### config.mk
export PLATFORM = sky130hd
export DESIGN_NAME = ram_port_arbiter_flat
export DESIGN_NICKNAME = d
export VERILOG_FILES = /design/src/rtl/ram_arb_pkg.sv /design/src/rtl/ram_port_arbiter_if.sv /design/src/rtl/rr_arbiter_2.sv /design/src/rtl/ram_port_arbiter.sv /design/src/flat_wrapper.sv
export SDC_FILE = /design/constraint.sdc
export NUM_CORES = 1
export LEC_CHECK = 0
export CORE_MARGIN = 3
export CORE_UTILIZATION = 38
export CTS_BUF_LIST = sky130_fd_sc_hd__clkbuf_8
export DETAILED_ROUTE_END_ITERATION = 10
export HOLD_SLACK_MARGIN = 0.03
export PLACE_DENSITY = 0.79
export SYNTH_ARGS = -nofsm -noshare
export SYNTH_HDL_FRONTEND = slang
export SYNTH_SLANG_ARGS = --single-unit
### constraint.sdc
create_clock -name clk -period 1.3 [get_ports clk]
set_input_delay 0.13 -clock clk [delete_from_list [all_inputs] [get_ports clk]]
set_output_delay 0.13 -clock clk [all_outputs]
set_load 0.03 [all_outputs]
### src/rtl/ram_arb_pkg.sv
// Shared types and default widths for the data-RAM port arbiter.
package ram_arb_pkg;

    localparam int RAM_ARB_AW = 12;
    localparam int RAM_ARB_DW = 8;

    typedef enum logic [1:0] {
        IDLE,
        ISSUE,
        RD_WAIT,
        RD_DATA
    } arb_state_t;

    typedef enum logic {
        OWN_CPU,
        OWN_HOST
    } owner_t;

endpackage

### src/rtl/ram_port_arbiter_if.sv
// CPU, host and RAM-side signals of the arbiter.
// slave = arbiter view, master = requesters plus RAM.
interface ram_port_arbiter_if
    import ram_arb_pkg::*;
#(
    parameter int AW = RAM_ARB_AW,
    parameter int DW = RAM_ARB_DW
);

    logic          cpu_req;
    logic          cpu_we;
    logic [AW-1:0] cpu_addr;
    logic [DW-1:0] cpu_wdata;
    logic          cpu_ack;
    logic          cpu_rvalid;
    logic [DW-1:0] cpu_rdata;
    logic          cpu_stall;

    logic          host_req;
    logic          host_we;
    logic [AW-1:0] host_addr;
    logic [DW-1:0] host_wdata;
    logic          host_ack;
    logic          host_rvalid;
    logic [DW-1:0] host_rdata;

    logic [AW-1:0] ram_address;
    logic [DW-1:0] ram_data;
    logic          ram_wren;
    logic [DW-1:0] ram_q;

    logic          busy;

    modport slave (
        input  cpu_req, cpu_we,
        input  cpu_addr, cpu_wdata,
        output cpu_ack, cpu_rvalid,
        output cpu_rdata, cpu_stall,
        input  host_req, host_we,
        input  host_addr, host_wdata,
        output host_ack, host_rvalid,
        output host_rdata,
        output ram_address, ram_data,
        output ram_wren,
        input  ram_q,
        output busy
    );

    modport master (
        output cpu_req, cpu_we,
        output cpu_addr, cpu_wdata,
        input  cpu_ack, cpu_rvalid,
        input  cpu_rdata, cpu_stall,
        output host_req, host_we,
        output host_addr, host_wdata,
        input  host_ack, host_rvalid,
        input  host_rdata,
        input  ram_address, ram_data,
        input  ram_wren,
        output ram_q,
        input  busy
    );

endinterface

### src/rtl/rr_arbiter_2.sv
// Two-way combinational arbiter, round-robin on contention.
// RAM_ARB_FIXED_PRIO_EN: CPU always wins contention.
module rr_arbiter_2
    import ram_arb_pkg::*;
(
    input  logic [1:0] req,
    input  owner_t     last_owner,
    output owner_t     winner
);

    owner_t pick;

`ifdef RAM_ARB_FIXED_PRIO_EN
    assign pick = OWN_CPU;
`else
    assign pick = (last_owner == OWN_CPU)
                ? OWN_HOST : OWN_CPU;
`endif

    // bit 0 = CPU, bit 1 = host
    always_comb begin
        winner = OWN_CPU;
        unique case (1'b1)
            (req == 2'b10): winner = OWN_HOST;
            (req == 2'b11): winner = pick;
            default:        winner = OWN_CPU;
        endcase
    end

endmodule

### src/rtl/ram_port_arbiter.sv
// Shares the data RAM port between CPU and host.
// Build option: RAM_ARB_FIXED_PRIO_EN (CPU-priority arbitration).
module ram_port_arbiter
    import ram_arb_pkg::*;
#(
    parameter int AW = RAM_ARB_AW,
    parameter int DW = RAM_ARB_DW
)(
    input  logic               clk,
    input  logic               reset,
    ram_port_arbiter_if.slave  bus
);

    arb_state_t    state;
    owner_t        owner;
    owner_t        last_owner;
    owner_t        winner;
    logic [1:0]    req;
    logic          win_we;
    logic [AW-1:0] win_addr;
    logic [DW-1:0] win_wdata;

    assign req = {bus.host_req, bus.cpu_req};

    rr_arbiter_2 u_arb (
        .req        (req),
        .last_owner (last_owner),
        .winner     (winner)
    );

    always_comb begin
        win_we    = bus.cpu_we;
        win_addr  = bus.cpu_addr;
        win_wdata = bus.cpu_wdata;
        if (winner == OWN_HOST) begin
            win_we    = bus.host_we;
            win_addr  = bus.host_addr;
            win_wdata = bus.host_wdata;
        end
    end

    assign bus.busy = (state != IDLE);

    // Freeze until the write is issued or read data returns.
    assign bus.cpu_stall = bus.cpu_req
                         & ~(bus.cpu_ack & bus.cpu_we)
                         & ~bus.cpu_rvalid;

    always_ff @(posedge clk or posedge reset) begin
        if (reset) begin
            state           <= IDLE;
            owner           <= OWN_CPU;
            last_owner      <= OWN_HOST;
            bus.cpu_ack     <= 1'b0;
            bus.cpu_rvalid  <= 1'b0;
            bus.cpu_rdata   <= '0;
            bus.host_ack    <= 1'b0;
            bus.host_rvalid <= 1'b0;
            bus.host_rdata  <= '0;
            bus.ram_address <= '0;
            bus.ram_data    <= '0;
            bus.ram_wren    <= 1'b0;
        end else begin
            bus.cpu_ack     <= 1'b0;
            bus.cpu_rvalid  <= 1'b0;
            bus.host_ack    <= 1'b0;
            bus.host_rvalid <= 1'b0;
            unique case (state)
                IDLE: begin
                    if (|req) begin
                        owner           <= winner;
                        last_owner      <= winner;
                        bus.ram_address <= win_addr;
                        bus.ram_data    <= win_wdata;
                        bus.ram_wren    <= win_we;
                        bus.cpu_ack     <= (winner == OWN_CPU);
                        bus.host_ack    <= (winner == OWN_HOST);
                        state           <= ISSUE;
                    end
                end
                ISSUE: begin
                    bus.ram_wren <= 1'b0;
                    state <= bus.ram_wren ? IDLE : RD_WAIT;
                end
                RD_WAIT: begin
                    if (owner == OWN_HOST) begin
                        bus.host_rdata  <= bus.ram_q;
                        bus.host_rvalid <= 1'b1;
                    end else begin
                        bus.cpu_rdata  <= bus.ram_q;
                        bus.cpu_rvalid <= 1'b1;
                    end
                    state <= RD_DATA;
                end
                RD_DATA: state <= IDLE;
                default: state <= IDLE;
            endcase
        end
    end

endmodule

### src/flat_wrapper.sv
// flat-port wrapper written by rule: the top's interface ports become plain ports
module ram_port_arbiter_flat import ram_arb_pkg::*;
#(
    parameter int AW = RAM_ARB_AW,
    parameter int DW = RAM_ARB_DW
)
  (clk, reset, bus_cpu_req, bus_cpu_we, bus_cpu_addr, bus_cpu_wdata, bus_cpu_ack, bus_cpu_rvalid, bus_cpu_rdata, bus_cpu_stall, bus_host_req, bus_host_we, bus_host_addr, bus_host_wdata, bus_host_ack, bus_host_rvalid, bus_host_rdata, bus_ram_address, bus_ram_data, bus_ram_wren, bus_ram_q, bus_busy);
  ram_port_arbiter_if #(.AW(AW), .DW(DW)) bus_i ();
  input  logic clk;
  input  logic reset;
  input wire logic [$bits(bus_i.cpu_req)-1:0] bus_cpu_req;
  input wire logic [$bits(bus_i.cpu_we)-1:0] bus_cpu_we;
  input wire logic [$bits(bus_i.cpu_addr)-1:0] bus_cpu_addr;
  input wire logic [$bits(bus_i.cpu_wdata)-1:0] bus_cpu_wdata;
  output wire logic [$bits(bus_i.cpu_ack)-1:0] bus_cpu_ack;
  output wire logic [$bits(bus_i.cpu_rvalid)-1:0] bus_cpu_rvalid;
  output wire logic [$bits(bus_i.cpu_rdata)-1:0] bus_cpu_rdata;
  output wire logic [$bits(bus_i.cpu_stall)-1:0] bus_cpu_stall;
  input wire logic [$bits(bus_i.host_req)-1:0] bus_host_req;
  input wire logic [$bits(bus_i.host_we)-1:0] bus_host_we;
  input wire logic [$bits(bus_i.host_addr)-1:0] bus_host_addr;
  input wire logic [$bits(bus_i.host_wdata)-1:0] bus_host_wdata;
  output wire logic [$bits(bus_i.host_ack)-1:0] bus_host_ack;
  output wire logic [$bits(bus_i.host_rvalid)-1:0] bus_host_rvalid;
  output wire logic [$bits(bus_i.host_rdata)-1:0] bus_host_rdata;
  output wire logic [$bits(bus_i.ram_address)-1:0] bus_ram_address;
  output wire logic [$bits(bus_i.ram_data)-1:0] bus_ram_data;
  output wire logic [$bits(bus_i.ram_wren)-1:0] bus_ram_wren;
  input wire logic [$bits(bus_i.ram_q)-1:0] bus_ram_q;
  output wire logic [$bits(bus_i.busy)-1:0] bus_busy;
  assign bus_i.cpu_req = bus_cpu_req;
  assign bus_i.cpu_we = bus_cpu_we;
  assign bus_i.cpu_addr = bus_cpu_addr;
  assign bus_i.cpu_wdata = bus_cpu_wdata;
  assign bus_cpu_ack = bus_i.cpu_ack;
  assign bus_cpu_rvalid = bus_i.cpu_rvalid;
  assign bus_cpu_rdata = bus_i.cpu_rdata;
  assign bus_cpu_stall = bus_i.cpu_stall;
  assign bus_i.host_req = bus_host_req;
  assign bus_i.host_we = bus_host_we;
  assign bus_i.host_addr = bus_host_addr;
  assign bus_i.host_wdata = bus_host_wdata;
  assign bus_host_ack = bus_i.host_ack;
  assign bus_host_rvalid = bus_i.host_rvalid;
  assign bus_host_rdata = bus_i.host_rdata;
  assign bus_ram_address = bus_i.ram_address;
  assign bus_ram_data = bus_i.ram_data;
  assign bus_ram_wren = bus_i.ram_wren;
  assign bus_i.ram_q = bus_ram_q;
  assign bus_busy = bus_i.busy;
  ram_port_arbiter #(.AW(AW), .DW(DW)) u_core (.clk(clk), .reset(reset), .bus(bus_i));
endmodule
==> impl_table.tex <==
\begin{tabular}{lr}
\hline
Metric & Value \\
\hline
\multicolumn{2}{l}{\textbf{Yosys}} \\
\quad Syn\_area\_per\_cell & 15.57 sq um \\
\quad Top cells by count, synth & dfrtp\_1 (44), mux2\_2 (35), mux2\_4 (19), inv\_1 (4), nor2\_1 (3) \\
\quad Top cells by area, synth & dfrtp\_1 (55\%), mux2\_2 (20\%), mux2\_4 (14\%) \\
\quad Yosys top cell by area & dfrtp\_1 \\
\quad Most common cell in the netlist & dfrtp\_1 \\
\quad Count of flip-flops with a built-in enable after synthesis & 0 \\
\quad Share of flip-flops with an asynchronous set or reset & 1.000 \\
\quad Net count of the mapped netlist & 183 \\
\quad Post-synthesis sequential element count & 45 \\
\quad Top\_reg\_cell synth & dfrtp\_1 \\
\quad Part of the Yosys area used for sequential elements & 0.5614 \\
\quad Area fraction of the dominant cell type after synthesis & 0.5483 \\
\quad Area of the mapped netlist & 0.002008 sq mm \\
\quad Distinct cell type count after synthesis & 23 \\
\quad Synthesized instance count & 129 \\
\quad Yosys synthesis warning count & 0 \\
\multicolumn{2}{l}{\textbf{Power and ir drop}} \\
\quad PD cells & 2361 mW/mm\^{}2 \\
\quad Final Total Pwr & 7.871 mW \\
\quad Highest ir drop seen on vdd & 1192 uV \\
\quad Static Leak & 1.576 nW \\
\multicolumn{2}{l}{\textbf{Clocking}} \\
\quad Hold-fix buffers at CTS & 0 \\
\quad CTS tree & yes \\
\quad Master cell of the clock root buffer & clkbuf\_8 \\
\quad Clock-pin slew reported for the worst setup and hold paths after clock tree synthesis & 0.09 ns \\
\quad Bufs on Longest Clock Path & 2 \\
\quad Number of CTS-inserted buffers & 5 \\
\quad Clock latency of the later-clocked register in the worst-skew pair & 0.29 ns \\
\quad Num Clock Sinks & 45 \\
\quad Number of H-tree branching levels & 2 \\
\multicolumn{2}{l}{\textbf{STA}} \\
\quad Clock period minus final worst setup slack & 1.572 ns \\
\quad Setup repair after global routing missed its margin & yes \\
\quad Slew margin rel. & 0.7779 \\
\quad Endpoints failing hold & 0 \\
\quad Final worst setup slack & -0.2723 ns \\
\quad Worst-Margin Slew & 0.3345 ns \\
\quad Layout Skew & 0.008924 ns \\
\quad Achievable Freq & 0.6360 GHz \\
\quad Setup TNS & -5.036 ns \\
\quad Final Cycle Share & 1.209 \\
\quad Pins over their slew limit & 0 \\
\quad Final worst hold slack & 0.1792 ns \\
\quad Setup-violating endpoint count in the final report & 21 \\
\multicolumn{2}{l}{\textbf{Global route}} \\
\quad Met2 Usage GRT & 0.2708 \\
\quad Initial antenna violation count & 0 \\
\quad Overall track demand over capacity in global routing & 0.1593 \\
\quad GR met3 Demand/Resource & 0.03741 \\
\quad Layer with the highest usage & met2 \\
\quad Met1 Usage GRT & 0.1913 \\
\quad Via count of the first global-routing pass & 1,540 \\
\quad Largest net degree at the start of global routing & 46 \\
\quad Total overflow reported by the global router & 0 \\
\quad Global-route wire length before repair & 7610 um \\
\multicolumn{2}{l}{\textbf{Finish}} \\
\quad Core occupancy in the finished layout & 0.6787 \\
\quad Layout cells sized above 1 & 0.3695 \\
\quad Number of fillers in the final layout & 390 \\
\quad Number of standard cells in the layout, taps in and fillers out & 316 \\
\quad Final cell area excluding filler cells & 0.003333 sq mm \\
\quad Ant diodes & 0 \\
\quad Post-layout nets & 302 \\
\quad Area growth from synthesis to final layout & 65.98\% \\
\multicolumn{2}{l}{\textbf{Run status}} \\
\quad Failing checks & setup timing \\
\quad Outcome & complete, but fails checks \\
\multicolumn{2}{l}{\textbf{Job}} \\
\quad Max cap viols & 0 \\
\multicolumn{2}{l}{\textbf{Worst setup path}} \\
\quad Worst r2r src & u\_core.last\_owner \\
\quad Reg-to-reg endpoint & u\_core.bus.ram\_address[3] \\
\quad Worst setup path class & reg -> reg \\
\quad Start point of the critical path & u\_core.last\_owner \\
\quad Critical Path Source Type & flop \\
\quad Largest fanout on the critical path & 6 \\
\quad Arrival time of data at the critical path endpoint & 1.75 ns \\
\quad Required time at the endpoint of the critical path & 1.48 ns \\
\quad R2R setup slack & -0.27 ns \\
\quad Cells on worst reg2reg path & 4 \\
\quad Category of the worst setup path capture point & flop \\
\multicolumn{2}{l}{\textbf{Place}} \\
\quad Setup WS pre-CTS & -0.5145 ns \\
\quad Port Buffers & 96 \\
\quad Gpl congestion & 0.7670 \\
\quad Placed cell count & 298 \\
\quad Placed cell areas & 0.003132 sq mm \\
\quad Total half-perimeter wirelength after legalization and detailed placement & 3415 um \\
\multicolumn{2}{l}{\textbf{Route}} \\
\quad DRC viols & 0 \\
\quad Via count & 1,473 \\
\quad Number of DRC markers after the initial detailed-route iteration & 53 \\
\quad Average via count per standard cell & 4.661 \\
\quad WL per Instance & 15.34 um \\
\quad Initial DRT Pass Iterations & 4 \\
\quad Antenna-violating nets left & 0 \\
\quad Routed wire length & 4849 um \\
\multicolumn{2}{l}{\textbf{Floorplan}} \\
\quad DIE WIDTH & 78.70 um \\
\quad FP Rows & 25 \\
\quad Starting density of the core & 0.4089 \\
\quad Core area & 0.004911 sq mm \\
\quad Overall die area & 0.006193 sq mm \\
\quad Vertical die dimension & 78.70 um \\
\quad I/O Pins & 97 \\
\multicolumn{2}{l}{\textbf{Hold path}} \\
\quad Classification of the worst-slack hold path & in -> async \\
\hline
\end{tabular}
## worst max path at each step
stage | slack, ns | endpoint | cells after the start
detailed placement | -0.51 | u_core.bus.ram_address[11] | 4
global placement | -0.51 | u_core.bus.ram_address[11] | 4
CTS | -0.29 | u_core.bus.ram_address[3] | 4
floorplan | -0.19 | u_core.bus.ram_address[0] | 4
finish | -0.27 | u_core.bus.ram_address[3] | 4
global route | -0.31 | u_core.bus.ram_address[0] | 4
## logic make-up (layout without fill, tap and decap cells)
| group | Yosys count | in the layout | synth area share |
|---|---|---|---|
| and+or+nand+nor | 10 | 11 | 0.02555 |
| buffers and inverters | 8 | 126 | 0.02367 |
| muxes | 58 | 58 | 0.3595 |
| AOI/OAI and AO/OA | 8 | 9 | 0.02991 |
| DFF | 45 | 45 | 0.5614 |
## layout by cell type (no fill, tap or decap), drive strengths merged, types with 2 or more instances in the layout
master         count
a21bo              2
buf               20
clkbuf             6
clkdlybuf4s50     52
dfrtp             44
dlygate4sd2       41
inv                5
mux2              56
mux2i              2
nand2b             2
nor2               5
nor3               2
o21ai              2
## repair_timing
action                                  CTS  global route
resized for setup                        49            13
buffers inserted                          5             3
pin swaps                                 1             2
hold endpoints to repair                  0             0
cloned                                    2             0
endpoints found under the setup margin   71            35
## power by group
part | internal (mW) | switching, mW
registers | 2.11 | 0.370
clock network | 0.619 | 0.447
logic | 1.99 | 2.34
## worst max-delay path: stages, from the launching register on
cell and delay (ns):
dfstp_2 0.60, a21bo_4 0.18, buf_12 0.13, mux2_4 0.30, mux2_2 0.26
## area by class of cell
class	count	area [sq um]	area share
clock buffers	6	82.58	0.02477
multi-input cells	78	888.4	0.2665
well taps	67	83.83	0.02515
inverters	4	15.01	0.004505
flip-flops and latches	45	1127	0.3382
repair buffers	114	1102	0.3307
clock inverters	2	33.78	0.01014
## per-layer routing
metal  vias up  wire (um)
li1        700          -
met1       713       1940
met2        51       2508
met3         9        293
met4         0        106
met5         -          0
## sequential cells by signal, summed over array words and instances, names as in the netlist, named ones only
register / count
u_core.bus.ram_address: 12
u_core.bus.host_rdata: 8
u_core.bus.host_ack: 1
u_core.owner: 1
u_core.bus.ram_data: 8
u_core.state: 1
u_core.bus.host_rvalid: 1
u_core.last_owner: 1
u_core.bus.cpu_rvalid: 1
u_core.bus.cpu_rdata: 8
u_core.bus.cpu_ack: 1
u_core.bus.ram_wren: 1
Power figures use the tool's default switching activity.
